### src/rtl/proc_defs_pkg.sv
// Shared core definitions: opcode constants and PC sequencer state encoding.
package proc_defs_pkg;

  localparam logic [3:0] OP_LW  = 4'b1000;
  localparam logic [3:0] OP_SW  = 4'b1001;
  localparam logic [3:0] OP_HLT = 4'b1111;

  typedef enum logic [1:0] {
    RUN      = 2'd0,
    MEM_WAIT = 2'd1,
    HALT     = 2'd2
  } seq_state_e;

  function automatic logic is_mem_op(input logic [3:0] op);
    return (op == OP_LW) || (op == OP_SW);
  endfunction

endpackage

### src/rtl/pc_seq_ctrl_if.sv
// Sequencer-to-core bundle: decode/EX/memory inputs in, PC and stall controls out.
interface pc_seq_ctrl_if #(parameter int PC_W = 16);

  logic [3:0]      opcode;
  logic [PC_W-1:0] alt_pc;
  logic            alt_pc_ctrl;
  logic            dst_we_req;
  logic            mem_rdy;
  logic [PC_W-1:0] pc;
  logic [PC_W-1:0] pc_inc;
  logic            stall;
  logic            mem_req;
  logic            rf_we;
  logic            halted;
  logic            mem_err;

  modport master (
    output opcode, alt_pc, alt_pc_ctrl, dst_we_req, mem_rdy,
    input  pc, pc_inc, stall, mem_req, rf_we, halted, mem_err
  );

  modport slave (
    input  opcode, alt_pc, alt_pc_ctrl, dst_we_req, mem_rdy,
    output pc, pc_inc, stall, mem_req, rf_we, halted, mem_err
  );

endinterface

### src/rtl/pc_seq_ctrl.sv
// PC sequencer / stall controller: non-memory ops retire in 1 cycle, LW/SW in 1+N.
// Stalls while mem_rdy is low; halts on HLT or after MEM_TIMEOUT wait cycles.
module pc_seq_ctrl
  import proc_defs_pkg::*;
#(
  parameter int              PC_W        = 16,
  parameter logic [PC_W-1:0] RST_PC      = '0,
  parameter int              MEM_TIMEOUT = 15
) (
  input logic          clk,
  input logic          rst,
  pc_seq_ctrl_if.slave bus
);

  localparam logic [7:0] TIMEOUT_CNT = 8'(MEM_TIMEOUT);

  seq_state_e      state;
  logic [PC_W-1:0] pc_q;
  logic [PC_W-1:0] pc_inc;
  logic [7:0]      wait_cnt;
  logic            halted_q;
  logic            mem_err_q;
  logic            stall;
  logic            mem_req;
  logic            rf_we;
  logic            mem_op;
  logic            hlt_op;

  assign pc_inc = pc_q + PC_W'(1);
  assign mem_op = is_mem_op(bus.opcode);
  assign hlt_op = (bus.opcode == OP_HLT);

  // Reset masks the decode so an in-flight memory request drops immediately.
  always_comb begin
    stall   = 1'b0;
    mem_req = 1'b0;
    rf_we   = 1'b0;
    if (!rst) begin
      case (state)
        RUN: begin
          if (mem_op) begin
            mem_req = 1'b1;
            if (bus.mem_rdy) rf_we = bus.dst_we_req;
            else             stall = 1'b1;
          end else if (hlt_op) begin
            stall = 1'b1;
          end else begin
            rf_we = bus.dst_we_req;
          end
        end
        MEM_WAIT: begin
          mem_req = 1'b1;
          if (bus.mem_rdy) rf_we = bus.dst_we_req;
          else             stall = 1'b1;
        end
        default: stall = 1'b1;
      endcase
    end
  end

  always_ff @(posedge clk) begin
    if (rst) begin
      state     <= RUN;
      pc_q      <= RST_PC;
      wait_cnt  <= 8'd0;
      halted_q  <= 1'b0;
      mem_err_q <= 1'b0;
    end else begin
      case (state)
        RUN: begin
          if (mem_op) begin
            if (bus.mem_rdy) begin
              pc_q <= pc_inc;
            end else begin
              wait_cnt <= 8'd1;
              state    <= MEM_WAIT;
            end
          end else if (hlt_op) begin
            state    <= HALT;
            halted_q <= 1'b1;
          end else begin
            pc_q <= bus.alt_pc_ctrl ? bus.alt_pc : pc_inc;
          end
        end
        MEM_WAIT: begin
          if (bus.mem_rdy) begin
            pc_q     <= pc_inc;
            wait_cnt <= 8'd0;
            state    <= RUN;
          end else if (wait_cnt == TIMEOUT_CNT) begin
            state     <= HALT;
            halted_q  <= 1'b1;
            mem_err_q <= 1'b1;
          end else begin
            wait_cnt <= wait_cnt + 8'd1;
          end
        end
        HALT: ;
        default: state <= RUN;
      endcase
    end
  end

  assign bus.pc      = pc_q;
  assign bus.pc_inc  = pc_inc;
  assign bus.stall   = stall;
  assign bus.mem_req = mem_req;
  assign bus.rf_we   = rf_we;
  assign bus.halted  = halted_q;
  assign bus.mem_err = mem_err_q;

endmodule

### src/flat_wrapper.sv
// flat-port wrapper written by rule: the top's interface ports become plain ports
module pc_seq_ctrl_flat import proc_defs_pkg::*;
#(
  parameter int              PC_W        = 16,
  parameter logic [PC_W-1:0] RST_PC      = '0,
  parameter int              MEM_TIMEOUT = 15
)
  (clk, rst, bus_opcode, bus_alt_pc, bus_alt_pc_ctrl, bus_dst_we_req, bus_mem_rdy, bus_pc, bus_pc_inc, bus_stall, bus_mem_req, bus_rf_we, bus_halted, bus_mem_err);
  pc_seq_ctrl_if #(.PC_W(PC_W)) bus_i ();
  input logic clk;
  input logic rst;
  input wire logic [$bits(bus_i.opcode)-1:0] bus_opcode;
  input wire logic [$bits(bus_i.alt_pc)-1:0] bus_alt_pc;
  input wire logic [$bits(bus_i.alt_pc_ctrl)-1:0] bus_alt_pc_ctrl;
  input wire logic [$bits(bus_i.dst_we_req)-1:0] bus_dst_we_req;
  input wire logic [$bits(bus_i.mem_rdy)-1:0] bus_mem_rdy;
  output wire logic [$bits(bus_i.pc)-1:0] bus_pc;
  output wire logic [$bits(bus_i.pc_inc)-1:0] bus_pc_inc;
  output wire logic [$bits(bus_i.stall)-1:0] bus_stall;
  output wire logic [$bits(bus_i.mem_req)-1:0] bus_mem_req;
  output wire logic [$bits(bus_i.rf_we)-1:0] bus_rf_we;
  output wire logic [$bits(bus_i.halted)-1:0] bus_halted;
  output wire logic [$bits(bus_i.mem_err)-1:0] bus_mem_err;
  assign bus_i.opcode = bus_opcode;
  assign bus_i.alt_pc = bus_alt_pc;
  assign bus_i.alt_pc_ctrl = bus_alt_pc_ctrl;
  assign bus_i.dst_we_req = bus_dst_we_req;
  assign bus_i.mem_rdy = bus_mem_rdy;
  assign bus_pc = bus_i.pc;
  assign bus_pc_inc = bus_i.pc_inc;
  assign bus_stall = bus_i.stall;
  assign bus_mem_req = bus_i.mem_req;
  assign bus_rf_we = bus_i.rf_we;
  assign bus_halted = bus_i.halted;
  assign bus_mem_err = bus_i.mem_err;
  pc_seq_ctrl #(.PC_W(PC_W), .RST_PC(RST_PC), .MEM_TIMEOUT(MEM_TIMEOUT)) u_core (.clk(clk), .rst(rst), .bus(bus_i));
endmodule
### config.mk
export PLATFORM = sky130hd
export DESIGN_NAME = pc_seq_ctrl_flat
export DESIGN_NICKNAME = d
export VERILOG_FILES = /design/src/rtl/proc_defs_pkg.sv /design/src/rtl/pc_seq_ctrl_if.sv /design/src/rtl/pc_seq_ctrl.sv /design/src/flat_wrapper.sv
export SDC_FILE = /design/constraint.sdc
export NUM_CORES = 1
export LEC_CHECK = 0
export BUFFER_PORTS_ARGS = -buffer_cell sky130_fd_sc_hd__buf_2
export CORE_MARGIN = 2
export CORE_UTILIZATION = 45
export DETAILED_ROUTE_END_ITERATION = 8
export GPL_TIMING_DRIVEN = 0
export PLACE_DENSITY = 0.83
export SYNTH_ARGS = -nofsm -noshare
export SYNTH_HDL_FRONTEND = slang
export SYNTH_SLANG_ARGS = --single-unit
### constraint.sdc
create_clock -name clk -period 1.8 [get_ports clk]
set_input_delay 0 -clock clk [delete_from_list [all_inputs] [get_ports clk]]
set_output_delay 0 -clock clk [all_outputs]
set_load 0.03 [all_outputs]
==> results of run 1 <==
[registers in the layout (all words and copies together), names as in the netlist]
| register | flops |
|---|---|
| u_core.bus.pc | 16 |
| u_core.bus.halted | 1 |
| u_core.state | 2 |
| u_core.wait_cnt | 8 |
| u_core.bus.mem_err | 1 |
[logic make-up after synthesis]
family          count (synthesis)  share of synthesized area, %
buf+inv                        24                          5.06
xor+xnor                       15                          7.09
compound gates                 86                          30.0
flops                          28                          30.2
fa+ha+maj                       2                          1.35
mux                             1                         0.540
simple gates                   91                          25.7
[repair_timing]
item | 4_1_cts | 5_1_grt
endpoints found under the hold margin | 0 | 0
gates resized for setup | 25 | 29
setup endpoints to repair | 33 | 25
hold buffers | 0 | 0
pin swaps | 6 | 11
buffers inserted | 9 | 7
[area by class of cell]
class,count,area [sq um]
well taps,50,62.6
inverters,10,37.5
plain buffers,10,66.3
repair buffers,76,450
flip-flops and latches,28,596
multi-input cells,195,1430
clock buffers,4,45.0
fillers,316,1280
[worst paths after layout]
kind | start | to | cells past startpoint
setup / recovery | u_core.bus.pc[2]$_SDFFE_PP0P_ | bus_pc_inc[13] | 6
hold reg to reg | u_core.bus.halted$_SDFFE_PP0P_ | u_core.bus.halted$_SDFFE_PP0P_ | 1
setup reg to reg | u_core.bus.pc[2]$_SDFFE_PP0P_ | u_core.bus.pc[13]$_SDFFE_PP0P_ | 7
hold / removal | bus_alt_pc[12] | u_core.bus.pc[12]$_SDFFE_PP0P_ | 3
[routing by layer]
metal,wire (microns),vias up,part of all wire (%)
met3,494,11,8.1
met4,107,0,1.8
met2,2830,142,46
met1,2660,1117,44
met5,0,-,0
li1,-,1078,-
[cells in the mapped netlist (2+ instances only)]
cell type,count
ha_1,2
inv_1,10
clkbuf_1,10
a32oi_1,2
xor2_1,7
a221oi_1,3
nand2_1,18
a31oi_1,4
or3_1,4
dfxtp_1,28
nand3_1,13
nand2b_1,3
xnor2_1,8
buf_2,3
a21o_1,5
o21ai_0,21
o21a_1,2
nand4_1,3
and3_1,9
o2111ai_1,2
a211oi_1,3
nor3_1,13
nor3b_1,2
nor2_1,16
a21oi_1,24
o22ai_1,4
o22a_1,3
a311oi_1,3
[tightest hold or removal path: stages]
cell and delay, ps:
buf_2 80, a21oi_1 50, a31oi_1 130
[where the power goes]
group	switching (mW)	internal (mW)
logic	0.479	0.261
clock network	0.212	0.159
registers	0.0946	0.681
total	0.785	1.10
==> flow_summary_export.csv, run 1 <==
group,metric,value,unit
outcome,status,"finished, violations left",
sta,setup_viol,3,
global_routing,grtUsageMet2,40.8,%
sta,layout_setup_ws,-31.8,ps
logic_synthesis,avgSynthCellArea,7.50,sq um
logic_synthesis,synthDistinctLibCells,50,
critical_path,start_kind,"register",
final_layout,final_core_util,67.7,%
global_routing,overflow,0,
logic_synthesis,netlist_top_cells_area,"dfxtp_1, a21oi_1, o21ai_0",
critical_path,worst_ep_arrival_time,1830,ps
power,power_density,701,nW/um^2
global_routing,antenna_found_initial,0,
critical_path,path_buf_inv,3,
sta,final_hold_viol_count,0,
critical_path,cpMaxStageDelayCell,"dfxtp_4",
die,die_h,68.2,microns
clock_network,cts_tree,"done",
global_routing,gr-max-usage-layer,"met2",
critical_path,crit_path_max_incr_delay,400,ps
die,die_w,68.2,microns
power,p_leak,1.20,nW
drt,dr.pass1.iters,7,
die,rows,23,
logic_synthesis,ys_async_sr_fraction,0,%
final_layout,mostFrequentLayoutCell,"buf_2",
place,post-dp-hpwl,4030,microns
final_layout,nets,351,
die,ios,62,
global_routing,grt_max_degree,16,
clock_network,clock_latency,290,ps
logic_synthesis,synth-seq-cells,28,
logic_synthesis,yosys_warnings,0,
clock_network,cts_buffer_depth,2,
critical_path,end_kind,"output port",
outcome,violations,"setup timing",
clock_network,cts_root_buffer,"clkbuf_8",
sta,tightest_slew,542,ps
sta,final.min_clock_period,1830,ps
critical_path,worstSetupPathType,"register to output port",
drt,num_vias,2348,
logic_synthesis,synth_ff_type,"dfxtp_1",
sta,rsz0062_at_grt,"yes",
logic_synthesis,ys_seq_area_share,30.2,%
drt,totalWireLength,6090,microns
critical_path,rrSetupSlack,30,ps
drt,route.detailed.drc,0,
final_layout,areaGrowthSynthToFinish,45.2,%
place,port_buffers,60,
job,maxCapViolCount,0,
drt,routed_via_density,6.29,
die,die_area,4650,sq um
critical_path,crit_family,"buffers and inverters",
drt,wl_per_cell,16.3,microns
global_routing,use_met3,4.11,%
drt,detail-route-antenna-nets,0,
final_layout,stdcell_area,2690,sq um
sta,timing.fmax,546,MHz
drt,drt_iter0_drc,256,
logic_synthesis,synth_nets,274,
power,power,1.89,mW
clock_network,clk_pin_slew_worst_paths,110,ps
die,initial_core_util,46.7,%
final_layout,final_layout_size_suffix_gt1_share,41.8,%
logic_synthesis,syn_area,1850,sq um
place,placed_cells,357,
hold_path,hold_class,"primary input to register",
logic_synthesis,synthCells,247,
final_layout,antennaDiodeCount,0,
clock_network,cts_max_level,1,
place,dp_worst_setup_slack,-373,ps
sta,relSlewSlack,63.8,%
clock_network,clock_sinks,28,
global_routing,grt_pass1_wl,9370,microns
power,max-vdd-ir-drop,0.387,mV
die,core,3970,sq um
logic_synthesis,synth-edff-count,0,
global_routing,grt_pass1_vias,2074,
logic_synthesis,synth.top_cell.area_share,30.2,%
final_layout,layout_common_cells,"buf_2, o21ai_0, a21oi_1",
final_layout,fin_cells,373,
place,placed_cell_area,2340,sq um
global_routing,grt_use_met1,35.0,%
global_routing,grtUsageTotal,26.1,%
logic_synthesis,yosysTopAreaCell,"dfxtp_1",
clock_network,cts_inserted_buffers,3,
sta,worst_clock_skew,11.8,ps
critical_path,path_cells,"nand4_1, buf_6, nor4_4, buf_4, xor2_4, buf_6",
critical_path,crit_fanout,6,
sta,tns,-57.2,ps
sta,timing.hold.ws,6.55,ps
critical_path,required,1800,ps
sta,finalCritPeriodShare,102,%
place,place_congestion,0.850,
critical_path,crit_top_cell,"buf_6",
sta,slew_violations,0,
No activity file was read; power rests on OpenSTA's default activity.
==> inputs of run 2 (changes only) <==
--- a/config.mk
+++ b/config.mk
@@ -10,7 +10,8 @@
 export CORE_UTILIZATION = 45
 export DETAILED_ROUTE_END_ITERATION = 8
 export GPL_TIMING_DRIVEN = 0
-export PLACE_DENSITY = 0.83
+export PLACE_DENSITY = 0.75
+export RECOVER_POWER = 100
 export SYNTH_ARGS = -nofsm -noshare
 export SYNTH_HDL_FRONTEND = slang
 export SYNTH_SLANG_ARGS = --single-unit
==> flow_summary_export.csv, run 2 (synthesis results as in run 1) <==
group,metric,value,unit
job,maxCapViolCount,0,
sta,timing.hold.ws,-5.60,ps
clock_network,cts_max_level,1,
global_routing,overflow,0,
final_layout,final_layout_size_suffix_gt1_share,38.4,%
drt,totalWireLength,5910,microns
hold_path,hold_class,"primary input to register",
hold_path,hold_end,"u_core.bus.pc[12]$_SDFFE_PP0P_",
die,ios,62,
critical_path,worstSetupPathType,"register to output port",
final_layout,layout_common_cells,"buf_2, a21oi_1, o21ai_0",
hold_path,min_from,"bus_alt_pc[12]",
final_layout,antennaDiodeCount,0,
drt,drt_iter0_drc,122,
final_layout,nets,348,
drt,detail-route-antenna-nets,0,
power,switching_share,39.0,%
sta,setup_viol,1,
sta,tightest_slew,549,ps
global_routing,antenna_found_initial,0,
sta,final.min_clock_period,1830,ps
sta,worst_clock_skew,4.64,ps
sta,timing.fmax,547,MHz
power,p_switching,803,uW
power,power_density,759,nW/um^2
critical_path,ff2ff_path_depth,6,
clock_network,cts_tree,"done",
die,die_h,68.2,microns
drt,wl_per_cell,16.0,microns
power,power_frac_clock,25.7,%
sta,rsz0062_at_grt,"yes",
drt,num_vias,2230,
clock_network,clock_sinks,28,
critical_path,worst_ep_arrival_time,1830,ps
critical_path,crit_fanout,5,
sta,relSlewSlack,63.3,%
critical_path,r2r_end,"u_core.bus.pc[11]$_SDFFE_PP0P_",
power,combPwrFrac,36.8,%
critical_path,regToRegStartpoint,"u_core.bus.pc[1]$_SDFFE_PP0P_",
die,die_w,68.2,microns
place,port_buffers,60,
critical_path,start_kind,"register",
clock_network,cts_root_buffer,"clkbuf_8",
die,die_area,4650,sq um
clock_network,clock_latency,290,ps
power,power,2.06,mW
outcome,violations,"hold timing, setup timing",
power,p_seq_share,37.5,%
power,max-vdd-ir-drop,0.405,mV
global_routing,grt_pass1_wl,9160,microns
final_layout,fin_cells,370,
clock_network,clk_pin_slew_worst_paths,110,ps
final_layout,fillers,337,
drt,route.detailed.drc,0,
drt,dr.pass1.iters,4,
die,rows,23,
critical_path,end_kind,"output port",
sta,finalCritPeriodShare,102,%
final_layout,mostFrequentLayoutCell,"buf_2",
sta,slew_violations,0,
die,initial_core_util,46.7,%
place,place_congestion,0.951,
sta,layout_setup_ws,-29.4,ps
clock_network,cts_inserted_buffers,3,
global_routing,grt_max_degree,17,
hold_path,min_path_cells,3,
drt,routed_via_density,6.03,
sta,tns,-29.4,ps
final_layout,areaGrowthSynthToFinish,46.4,%
critical_path,rrSetupSlack,30,ps
die,core,3970,sq um
power,p_leak,1.18,nW
place,post-dp-hpwl,4060,microns
outcome,status,"finished, violations left",
sta,final_hold_viol_count,1,
global_routing,grt_pass1_vias,1902,
global_routing,grtUsageTotal,25.9,%
power,intPower,1.26,mW
final_layout,largest_reg_flops,16,
critical_path,required,1800,ps
place,placed_cells,357,
clock_network,cts_buffer_depth,2,
-- run 2: critical path, stage by stage (launching register included) --
cell     delay (ps)
dfxtp_2         400
nand4_1         130
buf_6           160
nor4_4          310
buf_4           200
xor2_4          170
buf_6           150
-- run 2: per-layer routing --
metal	global-route usage (%)	share of wire (%)	wire length (microns)
met2	40.8	46	2690
met4	6.50	0.91	54
met1	38.0	47	2750
met3	2.30	6.9	407
met5	0	0	0
-- run 2: worst max path at each step --
stage	slack (ps)	cells past startpoint	endpoint	from
2_1_floorplan	-110	5	u_core.bus.pc[15]$_SDFFE_PP0P_	u_core.bus.pc[4]$_SDFFE_PP0P_
3_3_place_gp	-370	5	u_core.bus.pc[6]$_SDFFE_PP0P_	u_core.state[0]$_SDFFE_PP0P_
3_5_place_dp	-360	5	u_core.bus.pc[6]$_SDFFE_PP0P_	u_core.state[0]$_SDFFE_PP0P_
4_1_cts	-20	6	u_core.bus.pc[11]$_SDFFE_PP0P_	u_core.state[1]$_SDFFE_PP0P_
5_1_grt	-100	6	bus_pc_inc[13]	u_core.bus.pc[0]$_SDFFE_PP0P_
6_report	-30	6	bus_pc_inc[13]	u_core.bus.pc[1]$_SDFFE_PP0P_
-- run 2: layout make-up --
type / instances / area [sq um] / area share (%)
multi-input combinational: 195 / 1470 / 54.1
clock buffer: 3 / 41.3 / 1.52
inverter: 10 / 37.5 / 1.38
clock inverter: 1 / 30.0 / 1.11
timing repair buffer: 73 / 410 / 15.1
buffer: 10 / 66.3 / 2.44
tap: 50 / 62.6 / 2.31
sequential: 28 / 597 / 22.0
-- run 2: repair_timing --
action | in CTS | in global routing
gates resized for setup | 27 | 29
setup buffers | 7 | 6
setup endpoints to repair | 34 | 27
pin swaps | 8 | 12
hold buffers | 0 | 0
-- run 2: per-stage QoR --
stage	instance area [sq um]	utilization, %	hold WS, ps	setup WS [ps]
final	2710	68.3	-5.60	-29.4
after global routing	2710	68.3	38.6	-95.9
after CTS	2570	64.8	12.5	-24.3
after detailed placement	2340	59.0	304	-361
after global placement	2340	59.0	300	-370
after floorplan	1980	-	182	-110
-- run 2: power by group through the flow --
stage / combinational (mW) / clock [mW] / sequential [mW]
2_1_floorplan: 0.403 / 0 / 0.856
3_3_place_gp: 0.678 / 0 / 0.774
3_5_place_dp: 0.683 / 0 / 0.776
4_1_cts: 0.723 / 0.524 / 0.772
5_1_grt: 0.817 / 0.548 / 0.782
6_report: 0.758 / 0.530 / 0.771
==> inputs of run 3 (changes only) <==
--- a/config.mk
+++ b/config.mk
@@ -12,6 +12,7 @@
 export GPL_TIMING_DRIVEN = 0
 export PLACE_DENSITY = 0.75
 export RECOVER_POWER = 100
+export SKIP_LAST_GASP = 1
 export SYNTH_ARGS = -nofsm -noshare
 export SYNTH_HDL_FRONTEND = slang
 export SYNTH_SLANG_ARGS = --single-unit
==> flow_summary_export.csv, run 3 (synthesis results as in run 1) <==
group,metric,value,unit
critical_path,worst_ep_arrival_time,1830,ps
global_routing,grt_pass1_vias,1901,
final_layout,mostFrequentLayoutCell,"buf_2",
clock_network,cts_buffer_depth,2,
final_layout,fillers,357,
die,core,3970,sq um
sta,layout_setup_ws,-29.0,ps
sta,finalCritPeriodShare,102,%
outcome,status,"finished, violations left",
sta,slew_violations,0,
die,ios,62,
place,port_buffers,60,
final_layout,areaGrowthSynthToFinish,43.1,%
clock_network,cts_inserted_buffers,3,
power,max-vdd-ir-drop,0.406,mV
clock_network,cts_root_buffer,"clkbuf_8",
power,power_density,767,nW/um^2
die,die_w,68.2,microns
drt,num_vias,2214,
sta,relSlewSlack,65.1,%
critical_path,crit_top_cell,"buf_6",
job,maxCapViolCount,0,
place,dp_worst_setup_slack,-361,ps
place,post-dp-hpwl,4060,microns
clock_network,clk_pin_slew_worst_paths,110,ps
sta,tns,-32.2,ps
power,p_leak,1.12,nW
sta,setup_viol,2,
clock_network,clock_latency,290,ps
critical_path,start_kind,"register",
global_routing,grt_pass1_wl,9090,microns
drt,detail-route-antenna-nets,0,
outcome,violations,"setup timing",
sta,timing.fmax,547,MHz
critical_path,crit_path_max_incr_delay,420,ps
final_layout,nets,349,
sta,final_hold_viol_count,0,
critical_path,path_cells,"nand4_1, buf_6, nor4_4, buf_4, xor2_4, buf_6",
critical_path,path_buf_inv,3,
critical_path,crit_fanout,8,
final_layout,antennaDiodeCount,0,
die,initial_core_util,46.7,%
critical_path,worstSetupPathType,"register to output port",
final_layout,largest_reg_flops,16,
global_routing,grtUsageTotal,25.6,%
global_routing,antenna_found_initial,0,
sta,tightest_slew,523,ps
critical_path,required,1800,ps
drt,drt_iter0_drc,208,
hold_path,hold_class,"primary input to register",
die,die_h,68.2,microns
clock_network,cts_max_level,1,
final_layout,regArea,592,sq um
drt,totalWireLength,6010,microns
sta,rsz0062_at_grt,"yes",
global_routing,grt_max_degree,17,
sta,final.min_clock_period,1830,ps
critical_path,end_kind,"output port",
drt,routed_via_density,5.97,
critical_path,cpMaxStageDelayCell,"dfxtp_4",
drt,wl_per_cell,16.2,microns
clock_network,cts_tree,"done",
final_layout,layout_common_cells,"buf_2, clkbuf_1, a21oi_1",
place,place_congestion,0.951,
sta,worst_clock_skew,1.85,ps
drt,route.detailed.drc,0,
sta,timing.hold.ws,0.162,ps
critical_path,crit_family,"buffers and inverters",
final_layout,multiInputGateArea,1420,sq um
die,rows,23,
clock_network,clock_sinks,28,
die,die_area,4650,sq um
critical_path,rrSetupSlack,10,ps
global_routing,overflow,0,
final_layout,final_layout_size_suffix_gt1_share,32.4,%
drt,dr.pass1.iters,4,
## run 3: cell types whose count changed in the layout (fill, tap and decap cells not counted), moves of 2 or more
| cell | change |
|---|---|
| buf_2 | -16 |
| clkbuf_1 | +15 |
| clkbuf_2 | +3 |
| dfxtp_2 | +2 |
| dfxtp_4 | -2 |
| nor3_1 | +2 |
## run 3: layout make-up
| class | count | area share, % |
|---|---|---|
| repair buffers | 73 | 15.3 |
| inverters | 10 | 1.42 |
| flip-flops and latches | 28 | 22.3 |
| clock buffers | 3 | 1.56 |
| plain buffers | 11 | 2.50 |
| well taps | 50 | 2.36 |
| clock inverters | 1 | 1.13 |
| multi-input cells | 195 | 53.4 |
## run 3: worst paths after layout
check,end,start,cells past startpoint
setup / recovery,bus_pc_inc[13],u_core.bus.pc[0]$_SDFFE_PP0P_,6
hold / removal,u_core.bus.pc[12]$_SDFFE_PP0P_,bus_alt_pc[12],3
setup reg to reg,u_core.wait_cnt[6]$_SDFFE_PP0P_,u_core.state[0]$_SDFFE_PP0P_,6
hold reg to reg,u_core.bus.halted$_SDFFE_PP0P_,u_core.bus.halted$_SDFFE_PP0P_,1
## run 3: per-layer routing
layer,vias up,GRT usage (%),routed length [microns]
met5,-,0,0
met4,0,6.50,54
met3,5,2.30,407
met2,94,40.3,2720
met1,1042,37.6,2820
li1,1073,-,-
## run 3: where the power goes
part           internal (mW)  switching, mW  total (mW)
Clock                  0.299          0.231       0.529
Combinational          0.250          0.480       0.730
Sequential             0.681         0.0948       0.776
Total                   1.23          0.805        2.03
## run 3: stage by stage
step / std cells / power (mW) / instance area (sq um) / util (%)
detailed placement: 357 / 1.46 / 2340 / 59.0
global route: 371 / 2.12 / 2650 / 66.8
CTS: 366 / 2.02 / 2570 / 64.6
finish: 371 / 2.03 / 2650 / 66.8
floorplan: 247 / 1.26 / 1980 / -
global placement: 357 / 1.45 / 2340 / 59.0
## run 3: worst min-delay path, delay by kind of cell
family,cells,cell delay (ps)
buffers and inverters,1,80
AOI/OAI and AO/OA,2,170
## run 3: what timing repair did
action,CTS,global route
hold buffers,0,0
endpoints found under the setup margin,34,29
buffers inserted,7,6
resized for setup,26,18
pin swaps,8,10
gates cloned,0,0
